## config.mk

```make
export PLATFORM = sky130hd
export DESIGN_NAME = stencil_run_ctrl
export DESIGN_NICKNAME = d
export VERILOG_FILES = /design/src/rtl/stencil_pkg.sv /design/src/rtl/stencil_run_ctrl_if.sv /design/src/rtl/stencil_ctrl_regs.sv /design/src/rtl/stencil_run_ctrl.sv
export SDC_FILE = /design/constraint.sdc
export NUM_CORES = 1
export LEC_CHECK = 0
export CELL_PAD_IN_SITES_DETAIL_PLACEMENT = 1
export CELL_PAD_IN_SITES_GLOBAL_PLACEMENT = 1
export CORE_UTILIZATION = 25
export CTS_CLUSTER_DIAMETER = 40
export DETAILED_ROUTE_END_ITERATION = 8
export PLACE_DENSITY = 0.6
export SETUP_SLACK_MARGIN = 0.3
export SLEW_MARGIN = 20
export SYNTH_ARGS = -nofsm -noshare
export SYNTH_HDL_FRONTEND = slang
export SYNTH_SLANG_ARGS = --single-unit
```

## constraint.sdc

```tcl
create_clock -name clk -period 2.7 [get_ports clk]
set_clock_uncertainty 0.05 [all_clocks]
set_input_delay 0.54 -clock clk [delete_from_list [all_inputs] [get_ports clk]]
set_output_delay 0.54 -clock clk [all_outputs]
set_load 0.005 [all_outputs]
```

## src/rtl/stencil_pkg.sv

```systemverilog
// Shared definitions for the Stencil run sequencer: state encoding,
// Lite register word indices and CTRL/STATUS bit positions.
package stencil_pkg;

  typedef enum logic [2:0] {
    ST_IDLE    = 3'd0,
    ST_COEFF   = 3'd1,
    ST_RUN     = 3'd2,
    ST_DRAIN   = 3'd3,
    ST_EOF     = 3'd4,
    ST_RECOVER = 3'd5
  } state_e;

  // Register word indices (byte address bits [4:2]).
  localparam logic [2:0] REG_CTRL      = 3'd0;
  localparam logic [2:0] REG_OUT_LEN   = 3'd1;
  localparam logic [2:0] REG_STATUS    = 3'd2;
  localparam logic [2:0] REG_OUT_COUNT = 3'd3;
  localparam logic [2:0] REG_CYCLES    = 3'd4;

  localparam int CTRL_START_BIT   = 0;
  localparam int CTRL_ABORT_BIT   = 1;
  localparam int CTRL_IRQ_EN_BIT  = 2;
  localparam int STATUS_DONE_BIT  = 3;
  localparam int STATUS_ERR_BIT   = 4;
  localparam int STATUS_SHORT_BIT = 5;

  // States in which Stencil is actively running and the cycle counter ticks.
  function automatic logic is_active(state_e s);
    return (s == ST_COEFF) || (s == ST_RUN) || (s == ST_DRAIN);
  endfunction

endpackage

```

## src/rtl/stencil_run_ctrl_if.sv

```systemverilog
// Xillybus Lite register bus (user_clk is the same clock as bus_clk).
interface stencil_run_ctrl_if;
  logic        wren;
  logic        rden;
  logic [4:0]  addr;
  logic [31:0] wr_data;
  logic [31:0] rd_data;

  modport master (output wren, rden, addr, wr_data, input rd_data);
  modport slave  (input wren, rden, addr, wr_data, output rd_data);
endinterface

```

## src/rtl/stencil_ctrl_regs.sv

```systemverilog
// Lite register block: CTRL/OUT_LEN/STATUS storage, start/abort pulses,
// sticky status bits and the registered read mux.
module stencil_ctrl_regs
  import stencil_pkg::*;
#(
  parameter int CNT_W = 32
) (
  input  logic                 clk,
  input  logic                 rst_n,
  stencil_run_ctrl_if.slave    bus,
  input  state_e               state,
  input  logic [CNT_W-1:0]     out_count,
  input  logic [CNT_W-1:0]     cycles,
  input  logic                 set_done,
  input  logic                 set_err,
  input  logic                 set_short,
  output logic                 start,
  output logic                 abort,
  output logic [CNT_W-1:0]     out_len,
  output logic                 irq
);

  logic             irq_en_q, irq_en_d;
  logic [CNT_W-1:0] out_len_q, out_len_d;
  logic             done_q, done_d;
  logic             err_q, err_d;
  logic             short_q, short_d;
  logic [31:0]      rd_data_q, rd_data_d;
  logic [31:0]      rd_word;
  logic [2:0]       idx;
  logic             wr_ctrl, wr_len, wr_status;
  logic             unused_addr_lsb;

  assign idx             = bus.addr[4:2];
  assign unused_addr_lsb = ^bus.addr[1:0];

  // Write decode, W1 pulses, W1C sticky status and read mux.
  always_comb begin
    // NOTE: every signal assigned here gets a default first so no latch is inferred.
    wr_ctrl   = bus.wren && (idx == REG_CTRL);
    wr_len    = bus.wren && (idx == REG_OUT_LEN);
    wr_status = bus.wren && (idx == REG_STATUS);

    start = wr_ctrl && bus.wr_data[CTRL_START_BIT];
    abort = wr_ctrl && bus.wr_data[CTRL_ABORT_BIT];

    irq_en_d  = wr_ctrl ? bus.wr_data[CTRL_IRQ_EN_BIT] : irq_en_q;
    out_len_d = wr_len ? bus.wr_data[CNT_W-1:0] : out_len_q;

    // A hardware set in the same cycle as a host clear wins.
    done_d  = (done_q  && !(wr_status && bus.wr_data[STATUS_DONE_BIT]))  || set_done;
    err_d   = (err_q   && !(wr_status && bus.wr_data[STATUS_ERR_BIT]))   || set_err;
    short_d = (short_q && !(wr_status && bus.wr_data[STATUS_SHORT_BIT])) || set_short;

    rd_word = '0;
    unique case (idx)
      REG_CTRL:      rd_word = {29'd0, irq_en_q, 2'b00};
      REG_OUT_LEN:   rd_word = 32'(out_len_q);
      REG_STATUS:    rd_word = {26'd0, short_q, err_q, done_q, state};
      REG_OUT_COUNT: rd_word = 32'(out_count);
      REG_CYCLES:    rd_word = 32'(cycles);
      default:       rd_word = '0;
    endcase
    // Read data captures pre-write register contents and holds between reads.
    rd_data_d = bus.rden ? rd_word : rd_data_q;
  end

  // Register state; all control/status flops cleared by reset.
  always_ff @(posedge clk or negedge rst_n) begin
    if (!rst_n) begin
      irq_en_q  <= 1'b0;
      out_len_q <= '0;
      done_q    <= 1'b0;
      err_q     <= 1'b0;
      short_q   <= 1'b0;
      rd_data_q <= '0;
    end else begin
      // NOTE: sequential state uses non-blocking assignments so all flops update together.
      irq_en_q  <= irq_en_d;
      out_len_q <= out_len_d;
      done_q    <= done_d;
      err_q     <= err_d;
      short_q   <= short_d;
      rd_data_q <= rd_data_d;
    end
  end

  assign bus.rd_data = rd_data_q;
  assign out_len     = out_len_q;
  assign irq         = done_q && irq_en_q;

endmodule

```

## src/rtl/stencil_run_ctrl.sv

```systemverilog
// Run sequencer between the Xillybus FIFOs and Stencil: gates FIFO flags so
// coefficients precede data, counts outputs, drives Stencil reset and EOF.
module stencil_run_ctrl
  import stencil_pkg::*;
#(
  parameter int NUM_COEFF  = 9,
  parameter int CNT_W      = 32,
  parameter int RST_CYCLES = 4
) (
  input  logic        clk,
  input  logic        reset_n,
  input  logic        cfg_wren,
  input  logic        cfg_rden,
  input  logic [4:0]  cfg_addr,
  input  logic [31:0] cfg_wr_data,
  output logic [31:0] cfg_rd_data,
  input  logic        host_in_open,
  input  logic        host_out_open,
  input  logic        host_out_empty,
  input  logic        coeff_empty_raw,
  input  logic        in_empty_raw,
  input  logic        out_full_raw,
  output logic        coeff_empty_g,
  output logic        in_empty_g,
  output logic        out_full_g,
  input  logic        stc_coeff_rd_en,
  input  logic        stc_out_wr_en,
  input  logic        stc_done,
  output logic        stc_reset,
  output logic        eof,
  output logic        irq
);

  localparam int CW   = $clog2(NUM_COEFF + 1);
  localparam int RC_W = $clog2(RST_CYCLES + 1);
  localparam logic [RC_W-1:0] RST_LOAD = RC_W'(RST_CYCLES - 1);

  state_e           state_q, state_d;
  logic [RC_W-1:0]  rst_cnt_q, rst_cnt_d;
  logic [CW-1:0]    coeff_cnt_q, coeff_cnt_d;
  logic [CNT_W-1:0] out_count_q, out_count_d;
  logic [CNT_W-1:0] cycles_q, cycles_d;
  logic [CNT_W-1:0] out_len;
  logic             start, abort;
  logic             set_done, set_err, set_short;
  logic             coeff_rd, out_wr;

  stencil_run_ctrl_if lite ();

  assign lite.wren    = cfg_wren;
  assign lite.rden    = cfg_rden;
  assign lite.addr    = cfg_addr;
  assign lite.wr_data = cfg_wr_data;
  assign cfg_rd_data  = lite.rd_data;

  stencil_ctrl_regs #(.CNT_W(CNT_W)) u_regs (
    .clk       (clk),
    .rst_n     (reset_n),
    .bus       (lite.slave),
    .state     (state_q),
    .out_count (out_count_q),
    .cycles    (cycles_q),
    .set_done  (set_done),
    .set_err   (set_err),
    .set_short (set_short),
    .start     (start),
    .abort     (abort),
    .out_len   (out_len),
    .irq       (irq)
  );

  assign coeff_rd = stc_coeff_rd_en && !coeff_empty_raw;
  // The length guard keeps OUT_COUNT within OUT_LEN even if the host rewrites it mid-run.
  assign out_wr   = stc_out_wr_en && !out_full_raw && (out_count_q < out_len);

  // State register and run counters.
  always_ff @(posedge clk or negedge reset_n) begin
    if (!reset_n) begin
      state_q     <= ST_RECOVER;
      rst_cnt_q   <= RST_LOAD;
      coeff_cnt_q <= '0;
      out_count_q <= '0;
      cycles_q    <= '0;
    end else begin
      state_q     <= state_d;
      rst_cnt_q   <= rst_cnt_d;
      coeff_cnt_q <= coeff_cnt_d;
      out_count_q <= out_count_d;
      cycles_q    <= cycles_d;
    end
  end

  // Next-state, counter updates and status set pulses.
  always_comb begin
    state_d     = state_q;
    rst_cnt_d   = rst_cnt_q;
    coeff_cnt_d = coeff_cnt_q;
    out_count_d = out_count_q;
    cycles_d    = cycles_q;
    set_done    = 1'b0;
    set_err     = 1'b0;
    set_short   = 1'b0;

    if (is_active(state_q) && (cycles_q != '1)) cycles_d = cycles_q + 1'b1;

    unique case (state_q)
      ST_IDLE: begin
        // Abort wins over a simultaneous start.
        if (start && !abort) begin
          if ((out_len != '0) && host_in_open && host_out_open) begin
            state_d     = ST_COEFF;
            coeff_cnt_d = '0;
            out_count_d = '0;
            cycles_d    = '0;
          end else begin
            set_err = 1'b1;
          end
        end
      end
      ST_COEFF: begin
        if (coeff_rd) begin
          coeff_cnt_d = coeff_cnt_q + 1'b1;
          if (coeff_cnt_q == CW'(NUM_COEFF - 1)) state_d = ST_RUN;
        end
      end
      ST_RUN: begin
        if (out_wr) out_count_d = out_count_q + 1'b1;
        if (out_wr && ((out_count_q + 1'b1) == out_len)) begin
          state_d = ST_DRAIN;
        end else if (stc_done) begin
          state_d   = ST_DRAIN;
          set_short = 1'b1;
        end
      end
      ST_DRAIN: begin
        if (host_out_empty) begin
          state_d  = ST_EOF;
          set_done = 1'b1;
        end
      end
      ST_EOF: begin
        if (!host_out_open) begin
          state_d   = ST_RECOVER;
          rst_cnt_d = RST_LOAD;
        end
      end
      ST_RECOVER: begin
        if (rst_cnt_q == '0) state_d = ST_IDLE;
        else                 rst_cnt_d = rst_cnt_q - 1'b1;
      end
      default: begin
        state_d   = ST_RECOVER;
        rst_cnt_d = RST_LOAD;
      end
    endcase

    // Abort or a device closing mid-run overrides any other transition.
    if (is_active(state_q) && (abort || !host_in_open || !host_out_open)) begin
      state_d   = ST_RECOVER;
      rst_cnt_d = RST_LOAD;
      set_err   = 1'b1;
      set_done  = 1'b0;
      set_short = 1'b0;
    end
  end

  // Outputs decoded from the registered state.
  always_comb begin
    stc_reset     = 1'b1;
    coeff_empty_g = 1'b1;
    in_empty_g    = 1'b1;
    out_full_g    = 1'b1;
    eof           = 1'b0;
    unique case (state_q)
      ST_COEFF: begin
        stc_reset     = 1'b0;
        coeff_empty_g = coeff_empty_raw;
        out_full_g    = out_full_raw;
      end
      ST_RUN: begin
        stc_reset  = 1'b0;
        in_empty_g = in_empty_raw;
        out_full_g = out_full_raw;
      end
      ST_DRAIN: stc_reset = 1'b0;
      ST_EOF: begin
        stc_reset = 1'b0;
        eof       = 1'b1;
      end
      default: stc_reset = 1'b1;
    endcase
  end

endmodule

```

==> impl_metrics.csv, run 1 <==
group,metric,value,unit
setup_path,cp_cell_sequence,"inv_2 -> ha_4 -> nor2b_4 -> o211ai_1 -> a2111oi_2 -> or4_4 -> a211oi_4 -> buf_6 -> buf_6 -> o21bai_4 -> and2_4 -> a311o_1",
global_route,grt_max_degree,55,
clock_network,clk_pin_slew,70,ps
clock_network,numCtsBuffers,17,
global_route,grt_pass1_wl,56800,µm
floorplanning,die_y,193,µm
floorplanning,pin_count,88,
clock_network,holdBufCountCts,0,
synth,synth_top_family_by_area,"compound AO/OA/AOI/OAI gates",
sta,post-route-min-period,3000,ps
floorplanning,die-area,37100,µm²
setup_path,crit_fanout,4,
drt,antenna_left,0,
sta,max_freq,334,MHz
synth,synthSimpleGateAreaFrac,0.201,
clock_network,cts.sinks,142,
global_route,antenna_found_initial,0,
global_route,grt_util_all_layers,0.202,
drt,routed_wl,36900,µm
clock_network,cts_root_buf,"clkbuf_16",
synth,synth-edff-count,0,
run_status,status,"complete, but fails checks",
clock_network,htreeDepth,4,
synth,synth-main-ff-cell,"dfrtp_1",
sta,rsz0062_at_grt,"yes",
final_layout,fillers,4167,
synth,syn-cell-area,9070,µm²
synth,synth_cell_types,67,
synth,synth-xor-area-share,0.0685,
setup_path,crit_path_max_incr_delay,560,ps
flow_run,maxCapViolations,0,
sta,max-slew-margin-rel,0.622,
global_route,overflow,0,
setup_path,endpoint_kind,"flop",
final_layout,fin_nets,1479,
power_and_ir_drop,p_leak,5.88,nW
synth,synth_fp_nets,1163,
sta,final.period_utilization,1.11,
floorplanning,start_util,0.254,
clock_network,clockBufferDepth,2,
setup_path,slowest_stage,"or4_4",
drt,routed_via_density,5.11,
run_status,violations,"DRC, setup timing",
place,dp_cells,1801,
place,post_dp_cell_area,12200,µm²
sta,worst_pin_slew,567,ps
final_layout,syn2layout_area_growth,50.4,%
drt,vias,9538,
final_layout,diodes,0,
place,gp_congestion,0.873,
synth,synth.top_cell.area_share,0.381,
sta,hold_viol_final,0,
final_layout,layout_common_cells,"255 x buf_4, 132 x dfrtp_1, 92 x nor2_1",
global_route,grt_pass1_vias,9960,
clock_network,cts_tree,"done",
setup_path,critical_path_required,2970,ps
setup_path,worstPathArrival,3270,ps
sta,layout_setup_ws,-298,ps
floorplanning,core.rowCount,69,
setup_path,critPathMostFrequentCell,"buf_6",
place,dp_hpwl,27700,µm
synth,ys_warn_count,0,
final_layout,layout_commonest_cell,"buf_4",
place,pre_cts_ws,-470,ps
synth,postSynth.asyncResetShare,1.00,
synth,synthMuxAreaShare,0.0164,
synth,synth-adder-area-share,0.0535,
sta,drv_slew,0,
power_and_ir_drop,ir_drop,0.000475,V
synth,yosys.area.top_type,"dfrtp_1",
drt,dr.pass1.iters,7,
synth,synth.area.top_cells,"dfrtp_1 38%, ha_1 5.2%, o21ai_0 4.8%",
power_and_ir_drop,p_per_area,672,nW/µm²
final_layout,drive_gt1_frac,0.306,
synth,ys_seq_area_frac,0.392,
final_layout,finalInstanceArea,13600,µm²
synth,synth-seq-cells,142,
synth,avgSynthCellArea,8.44,µm²
floorplanning,core-area,35700,µm²
synth,synth_compound_area_frac,0.203,
sta,setup_viol,35,
drt,drc_errors,6,
drt,wl_per_cell,19.8,µm
final_layout,postLayoutCoreUtil,0.383,
place,portBuffers,85,
floorplanning,die_x,193,µm
hold_path,hold_path_class,"input port to async pin",
setup_path,startpoint_type,"flop",
synth,netlist_instances,1075,
drt,drtIter0Drc,514,
clock_network,insertion_delay,440,ps
setup_path,path_class,"flop to flop",
final_layout,stdcell_count,1865,
sta,tns,-6240,ps
==> registers in the layout, summed over array words and instances (netlist names) <==
register / cells
cycles_q: 32
out_count_q: 32
u_regs.bus.rd_data: 32
u_regs.out_len: 32
coeff_cnt_q: 4
rst_cnt_q: 3
state_q: 3
u_regs.done_q: 1
u_regs.err_q: 1
u_regs.irq_en_q: 1
u_regs.short_q: 1
==> final timing paths <==
path	from	end	slack [ps]	cells after the start
setup / recovery	u_regs.out_len[1]	out_count_q[5]	-300	12
hold / removal	reset_n	cycles_q[26]	20	1
setup reg to reg	u_regs.out_len[1]	out_count_q[5]	-300	12
hold reg to reg	rst_cnt_q[1]	rst_cnt_q[1]	440	2
max in group asynchronous	reset_n	u_regs.bus.rd_data[28]	1830	2
min in group clk	rst_cnt_q[1]	rst_cnt_q[1]	440	2
==> cell usage after synthesis, drive strengths merged, types with 30 or more instances <==
cell    count
a22oi      34
o22ai      39
nand2      86
o21ai      87
nor2       95
inv        85
clkbuf     59
xor2       43
ha         38
a21oi      69
nand3      30
dfrtp     138
==> area by class of cell <==
cell class | instances | area (µm²) | area share
inverters | 85 | 324 | 0.0237
repair buffers | 367 | 3140 | 0.230
clock buffers | 19 | 443 | 0.0325
multi-input cells | 778 | 5470 | 0.400
clock inverters | 13 | 139 | 0.0102
well taps | 461 | 577 | 0.0423
flip-flops and latches | 142 | 3570 | 0.261
==> where the power goes <==
group / switching, mW / total, mW / internal (mW)
clock network: 1.04 / 2.43 / 1.39
registers: 0.459 / 3.06 / 2.60
logic: 1.95 / 3.69 / 1.74
total: 3.45 / 9.17 / 5.72
==> cell families (layout without fill, tap and decap cells) <==
logic type	Yosys count	after routing
AOI/OAI and AO/OA	300	300
DFF	142	142
adders and majority gates	39	39
xor gates and xnor gates	71	71
buffers and inverters	155	484
and+or+nand+nor	354	354
muxes	14	14
==> repair_timing <==
| action | in CTS | in global routing |
|---|---|---|
| setup endpoints to repair | 51 | 75 |
| gates cloned | 0 | 0 |
| pin swaps | 13 | 42 |
| setup buffers | 12 | 20 |
| resized for setup | 80 | 90 |
==> routing by layer <==
layer,vias to the layer above,part of all wire,global-route usage
li1,4485,-,-
met1,4830,0.46,0.264
met2,180,0.49,0.346
met3,43,0.032,0.0269
met4,0,0.020,0.0606
met5,-,0,0
==> critical path: cells and delay by family (launching register included) <==
| family | cells | cell delay, ps |
|---|---|---|
| flip-flops | 1 | 400 |
| buffers and inverters | 3 | 360 |
| adder cells (fa/ha/maj) | 1 | 200 |
| AO/OA/AOI/OAI | 5 | 1020 |
| AND/OR/NAND/NOR | 3 | 850 |
==> stage by stage <==
step	hold slack (ps)	total power, mW
global route	40.4	9.68
global placement	409	6.15
floorplan	194	4.61
finish	15.9	9.17
CTS	33.5	8.90
detailed placement	429	6.25
(Power assumes the default switching activity.)
==> run 2: changes to the inputs <==
CTS_BUF_LIST = sky130_fd_sc_hd__clkbuf_2   (was default)
==> run 2 against run 1 <==
  * The flow still finishes with violations (DRC, setup timing)
  * Global-route usage hardly changed
  * Combinational power is 14% higher
  * Critical endpoint is now out_count_q[21]
  * Largest power group unchanged
  * First-iteration DRC count is 5.3% lower
  * Routed wire length is 3.9% higher
==> impl_metrics.csv, run 2 (synthesis results as in run 1) <==
group,metric,value,unit
power_and_ir_drop,p_per_area,606,nW/µm²
sta,rsz0062_at_grt,"yes",
setup_path,r2r_slack,-340,ps
setup_path,worstReg2RegEnd,"out_count_q[21]",
setup_path,crit_fanout,7,
drt,antenna_left,0,
drt,drtIter0Drc,487,
sta,drv_slew,0,
global_route,grt_util_all_layers,0.202,
final_layout,finalInstanceArea,14200,µm²
final_layout,layout_commonest_cell,"buf_4",
clock_network,htreeDepth,4,
sta,max-slew-margin-rel,0.609,
sta,final.period_utilization,1.13,
power_and_ir_drop,ir_drop,0.000387,V
power_and_ir_drop,p_leak,6.35,nW
drt,dr.pass1.iters,7,
sta,layout_setup_ws,-342,ps
place,dp_cells,1801,
setup_path,slowest_stage,"or4_4",
run_status,violations,"DRC, setup timing",
setup_path,worstPathArrival,3610,ps
global_route,grt_pass1_vias,10000,
drt,routed_wl,38300,µm
floorplanning,start_util,0.254,
floorplanning,die-area,37100,µm²
setup_path,r2r_start,"u_regs.out_len[1]",
setup_path,startpoint_type,"flop",
place,gp_congestion,0.873,
setup_path,path_class,"flop to flop",
final_layout,drive_gt1_frac,0.356,
sta,hold_viol_final,0,
global_route,antenna_found_initial,1,
sta,tns,-9270,ps
clock_network,cts_tree,"done",
sta,post-route-min-period,3040,ps
place,portBuffers,85,
clock_network,cts_root_buf,"clkbuf_2",
setup_path,cp_cell_sequence,"inv_2 -> ha_4 -> nor2b_4 -> o211ai_1 -> a2111oi_2 -> or4_4 -> a211oi_4 -> buf_6 -> nand3_4 -> buf_12 -> o41ai_4",
floorplanning,core.rowCount,69,
sta,max_freq,329,MHz
place,post_dp_cell_area,12200,µm²
floorplanning,die_x,193,µm
global_route,grt_max_degree,55,
sta,setup_viol,38,
final_layout,stdcell_count,1898,
sta,worst_pin_slew,584,ps
setup_path,reg2reg_depth,11,
drt,wl_per_cell,20.2,µm
final_layout,fin_nets,1511,
clock_network,numCtsBuffers,17,
floorplanning,core-area,35700,µm²
place,dp_hpwl,27700,µm
flow_run,maxCapViolations,0,
global_route,grt_pass1_wl,57000,µm
setup_path,endpoint_kind,"flop",
floorplanning,die_y,193,µm
clock_network,clk_pin_slew,260,ps
floorplanning,pin_count,88,
setup_path,critPathTopFamily,"compound AO/OA/AOI/OAI gates",
drt,vias,9720,
drt,drc_errors,8,
final_layout,syn2layout_area_growth,56.2,%
global_route,overflow,0,
final_layout,layout_common_cells,"263 x buf_4, 131 x dfrtp_1, 83 x inv_1",
drt,routed_via_density,5.12,
clock_network,cts.sinks,142,
hold_path,hold_path_class,"input port to async pin",
clock_network,clockBufferDepth,2,
setup_path,cp_num_buf_inv,3,
run_status,status,"complete, but fails checks",
clock_network,insertion_delay,800,ps
setup_path,critical_path_required,3270,ps
sta,hold_ws,183,ps
setup_path,crit_path_max_incr_delay,560,ps
## run 2: metrics by stage
step	total power, mW	utilization	worst slack [ps]
after detailed placement	6.25	0.343	-470
final	8.59	0.397	-342
after floorplan	4.61	-	-45.1
after CTS	7.95	0.364	-279
after global placement	6.15	0.343	-423
after global routing	9.10	0.397	-415
## run 2: cell type report
cell class                      instances  area (µm²)
Inverter                               85         319
Multi-Input combinational cell        778        5900
Sequential cell                       142        3570
Clock inverter                         14         143
Timing Repair Buffer                  399        3580
Clock buffer                           18        90.1
Tap cell                              461         577
Fill cell                            4137       21500
Antenna cell                            1        2.50
## run 2: worst max-delay path by stage
stage,from,endpoint,slack [ps],cells past startpoint
2_1_floorplan,out_count_q[0],state_q[1],-50,9
3_3_place_gp,u_regs.out_len[1],out_count_q[7],-420,11
3_5_place_dp,u_regs.out_len[1],out_count_q[7],-470,11
4_1_cts,u_regs.out_len[1],out_count_q[21],-280,11
5_1_grt,u_regs.out_len[1],out_count_q[5],-410,12
6_report,u_regs.out_len[1],out_count_q[21],-340,11
## run 2: worst register-to-register path: cells and delay by family (launching register included)
kind	cells	cell delay, ps
AOI/OAI and AO/OA	4	930
adders and majority gates	1	200
buffers and inverters	3	460
DFF	1	440
and+or+nand+nor	3	820
## run 2: what timing repair did
item,4_1_cts,5_1_grt
pin swaps,21,59
hold buffers,1,0
resized for setup,97,214
setup endpoints to repair,53,79
setup buffers,23,35
endpoints found under the hold margin,48,0
gates cloned,0,5
## run 2: power breakdown
group,switching [mW],internal (mW),total [mW]
sequential,0.441,2.59,3.03
combinational,2.19,2.03,4.22
clock,0.922,0.424,1.35
total,3.55,5.04,8.59
## run 2: routing by layer
layer	share of wire	GRT usage	wire, µm	up-vias
li1	-	-	-	4553
met1	0.46	0.264	17500	4902
met2	0.49	0.343	18700	219
met3	0.037	0.0276	1430	46
met4	0.020	0.0651	767	0
met5	0	0	0	-
==> run 3: changes to the inputs <==
TNS_END_PERCENT = 10   (was default)
==> run 3 against run 2 <==
  * The flow still finishes with violations (DRC, setup timing)
  * Via count is 2.1% lower
  * Cell count is 2.7% lower
  * Critical path depth is 2 higher
  * Maximum frequency hardly changed
  * Non-clock buffer count is 52 lower
  * Combinational power is 10% lower
  * Total power is 6.0% lower
  * Flip-flop and latch count stayed put
  * Critical path type unchanged
  * Largest power group unchanged
==> impl_metrics.csv, run 3 (synthesis results as in run 1) <==
group,metric,value,unit
run_status,status,"complete, but fails checks",
run_status,violations,"DRC, setup timing",
power_and_ir_drop,swShare,0.424,
place,gp_congestion,0.885,
clock_network,cts.sinks,142,
setup_path,r2r_slack,-340,ps
floorplanning,pin_count,88,
drt,vias,9520,
floorplanning,core-area,35700,µm²
place,dp_hpwl,27600,µm
power_and_ir_drop,pwr-share-clk,0.162,
drt,routed_wl,37100,µm
drt,drtIter0Drc,607,
place,portBuffers,85,
power_and_ir_drop,netSwitchingPower,3.43,mW
sta,hold_viol_final,0,
clock_network,numCtsBuffers,17,
setup_path,startpoint_type,"flop",
hold_path,hold_path_class,"input port to flop",
flow_run,maxCapViolations,0,
setup_path,critical_path_required,3370,ps
hold_path,min_path_cells,3,
clock_network,insertion_delay,850,ps
sta,drv_slew,0,
global_route,grt_util_all_layers,0.206,
power_and_ir_drop,p_leak,5.79,nW
setup_path,crit_fanout,6,
floorplanning,die_x,193,µm
floorplanning,die-area,37100,µm²
final_layout,syn2layout_area_growth,45.6,%
drt,wl_per_cell,20.1,µm
setup_path,path_class,"flop to flop",
global_route,grt_pass1_vias,10200,
sta,tns,-7770,ps
floorplanning,die_y,193,µm
sta,worst_pin_slew,548,ps
power_and_ir_drop,ir_drop,0.000264,V
global_route,antenna_found_initial,1,
drt,antenna_left,0,
final_layout,layout_commonest_cell,"buf_4",
power_and_ir_drop,p_per_area,612,nW/µm²
global_route,grt_max_degree,50,
drt,dr.pass1.iters,7,
clock_network,cts_tree,"done",
sta,final.period_utilization,1.13,
sta,setup_viol,37,
clock_network,cts_root_buf,"clkbuf_2",
power_and_ir_drop,p_int,4.65,mW
clock_network,htreeDepth,4,
place,pre_cts_ws,-533,ps
final_layout,fin_nets,1459,
setup_path,reg2reg_depth,13,
global_route,grt_pass1_wl,57600,µm
sta,post-route-min-period,3040,ps
final_layout,drive_gt1_frac,0.285,
global_route,overflow,0,
drt,drc_errors,11,
drt,routed_via_density,5.16,
setup_path,worstPathArrival,3710,ps
clock_network,clk_pin_slew,320,ps
clock_network,clockBufferDepth,2,
power_and_ir_drop,comb_power_share,0.468,
floorplanning,start_util,0.254,
sta,max_freq,329,MHz
power_and_ir_drop,seqPwrFrac,0.370,
final_layout,fillers,4207,
floorplanning,core.rowCount,69,
sta,rsz0062_at_grt,"yes",
setup_path,endpoint_kind,"flop",
sta,max-slew-margin-rel,0.635,
sta,layout_setup_ws,-340,ps
final_layout,layout_common_cells,"226 x buf_4, 135 x dfrtp_1, 92 x nor2_1",
run 3: worst max-delay path, cell delays in order (launching register included):
cell       delay [ps]
dfrtp_1           450
inv_2              90
ha_4              200
nor2b_4           120
o211ai_1          280
a2111oi_2         130
or4_4             570
a211oi_4          290
buf_12            170
buf_12            120
buf_6             110
buf_4             110
mux2i_1           180
o21ai_1            90
run 3: power groups by stage:
| stage | Combinational, mW | Sequential, mW | Clock, mW |
|---|---|---|---|
| 2_1_floorplan | 1.60 | 3.01 | 0 |
| 3_3_place_gp | 3.24 | 2.99 | 0 |
| 3_5_place_dp | 3.32 | 3.01 | 0 |
| 4_1_cts | 3.67 | 2.99 | 1.37 |
| 5_1_grt | 4.13 | 3.06 | 1.44 |
| 6_report | 3.78 | 2.99 | 1.31 |
run 3: layout make-up:
class / instances / area, µm² / share of cell area
timing repair buffer: 347 / 3050 / 0.231
clock inverter: 15 / 144 / 0.0109
multi-input combinational: 778 / 5460 / 0.413
inverter: 85 / 332 / 0.0251
clock buffer: 17 / 85.1 / 0.00644
sequential: 142 / 3560 / 0.270
tap: 461 / 577 / 0.0437
antenna: 1 / 2.50 / 0.000189
run 3: repair_timing:
item | in CTS | in global routing
hold buffers | 3 | 0
resized for setup | 142 | 68
endpoints found under the hold margin | 138 | 0
pin swaps | 26 | 14
setup buffers | 25 | 8
endpoints found under the setup margin | 72 | 78
run 3: final timing paths:
kind,startpoint,to
worst max-delay path,u_regs.out_len[1],out_count_q[2]
worst min-delay path,cfg_wr_data[9],u_regs.out_len[9]
worst max register to register,u_regs.out_len[1],out_count_q[2]
worst min register to register,rst_cnt_q[0],rst_cnt_q[0]
max in group asynchronous,reset_n,rst_cnt_q[1]
min in group asynchronous,reset_n,out_count_q[29]
run 3: metrics by stage:
step | util | total power, mW | cell area [µm²] | cells | hold slack (ps)
6_report | 0.370 | 8.08 | 13200 | 1846 | 140
5_1_grt | 0.370 | 8.62 | 13200 | 1846 | 112
4_1_cts | 0.363 | 8.03 | 12900 | 1837 | 49.7
3_5_place_dp | 0.338 | 6.34 | 12100 | 1777 | 380
3_3_place_gp | 0.338 | 6.23 | 12100 | 1777 | 381
2_1_floorplan | - | 4.60 | 9090 | 1075 | 194
run 3: layer usage:
metal	global-route usage	up-vias	routed length [µm]
li1	-	4449	-
met1	0.265	4762	16800
met2	0.338	226	17400
met3	0.0315	83	1410
met4	0.0939	0	1490
met5	0	-	0
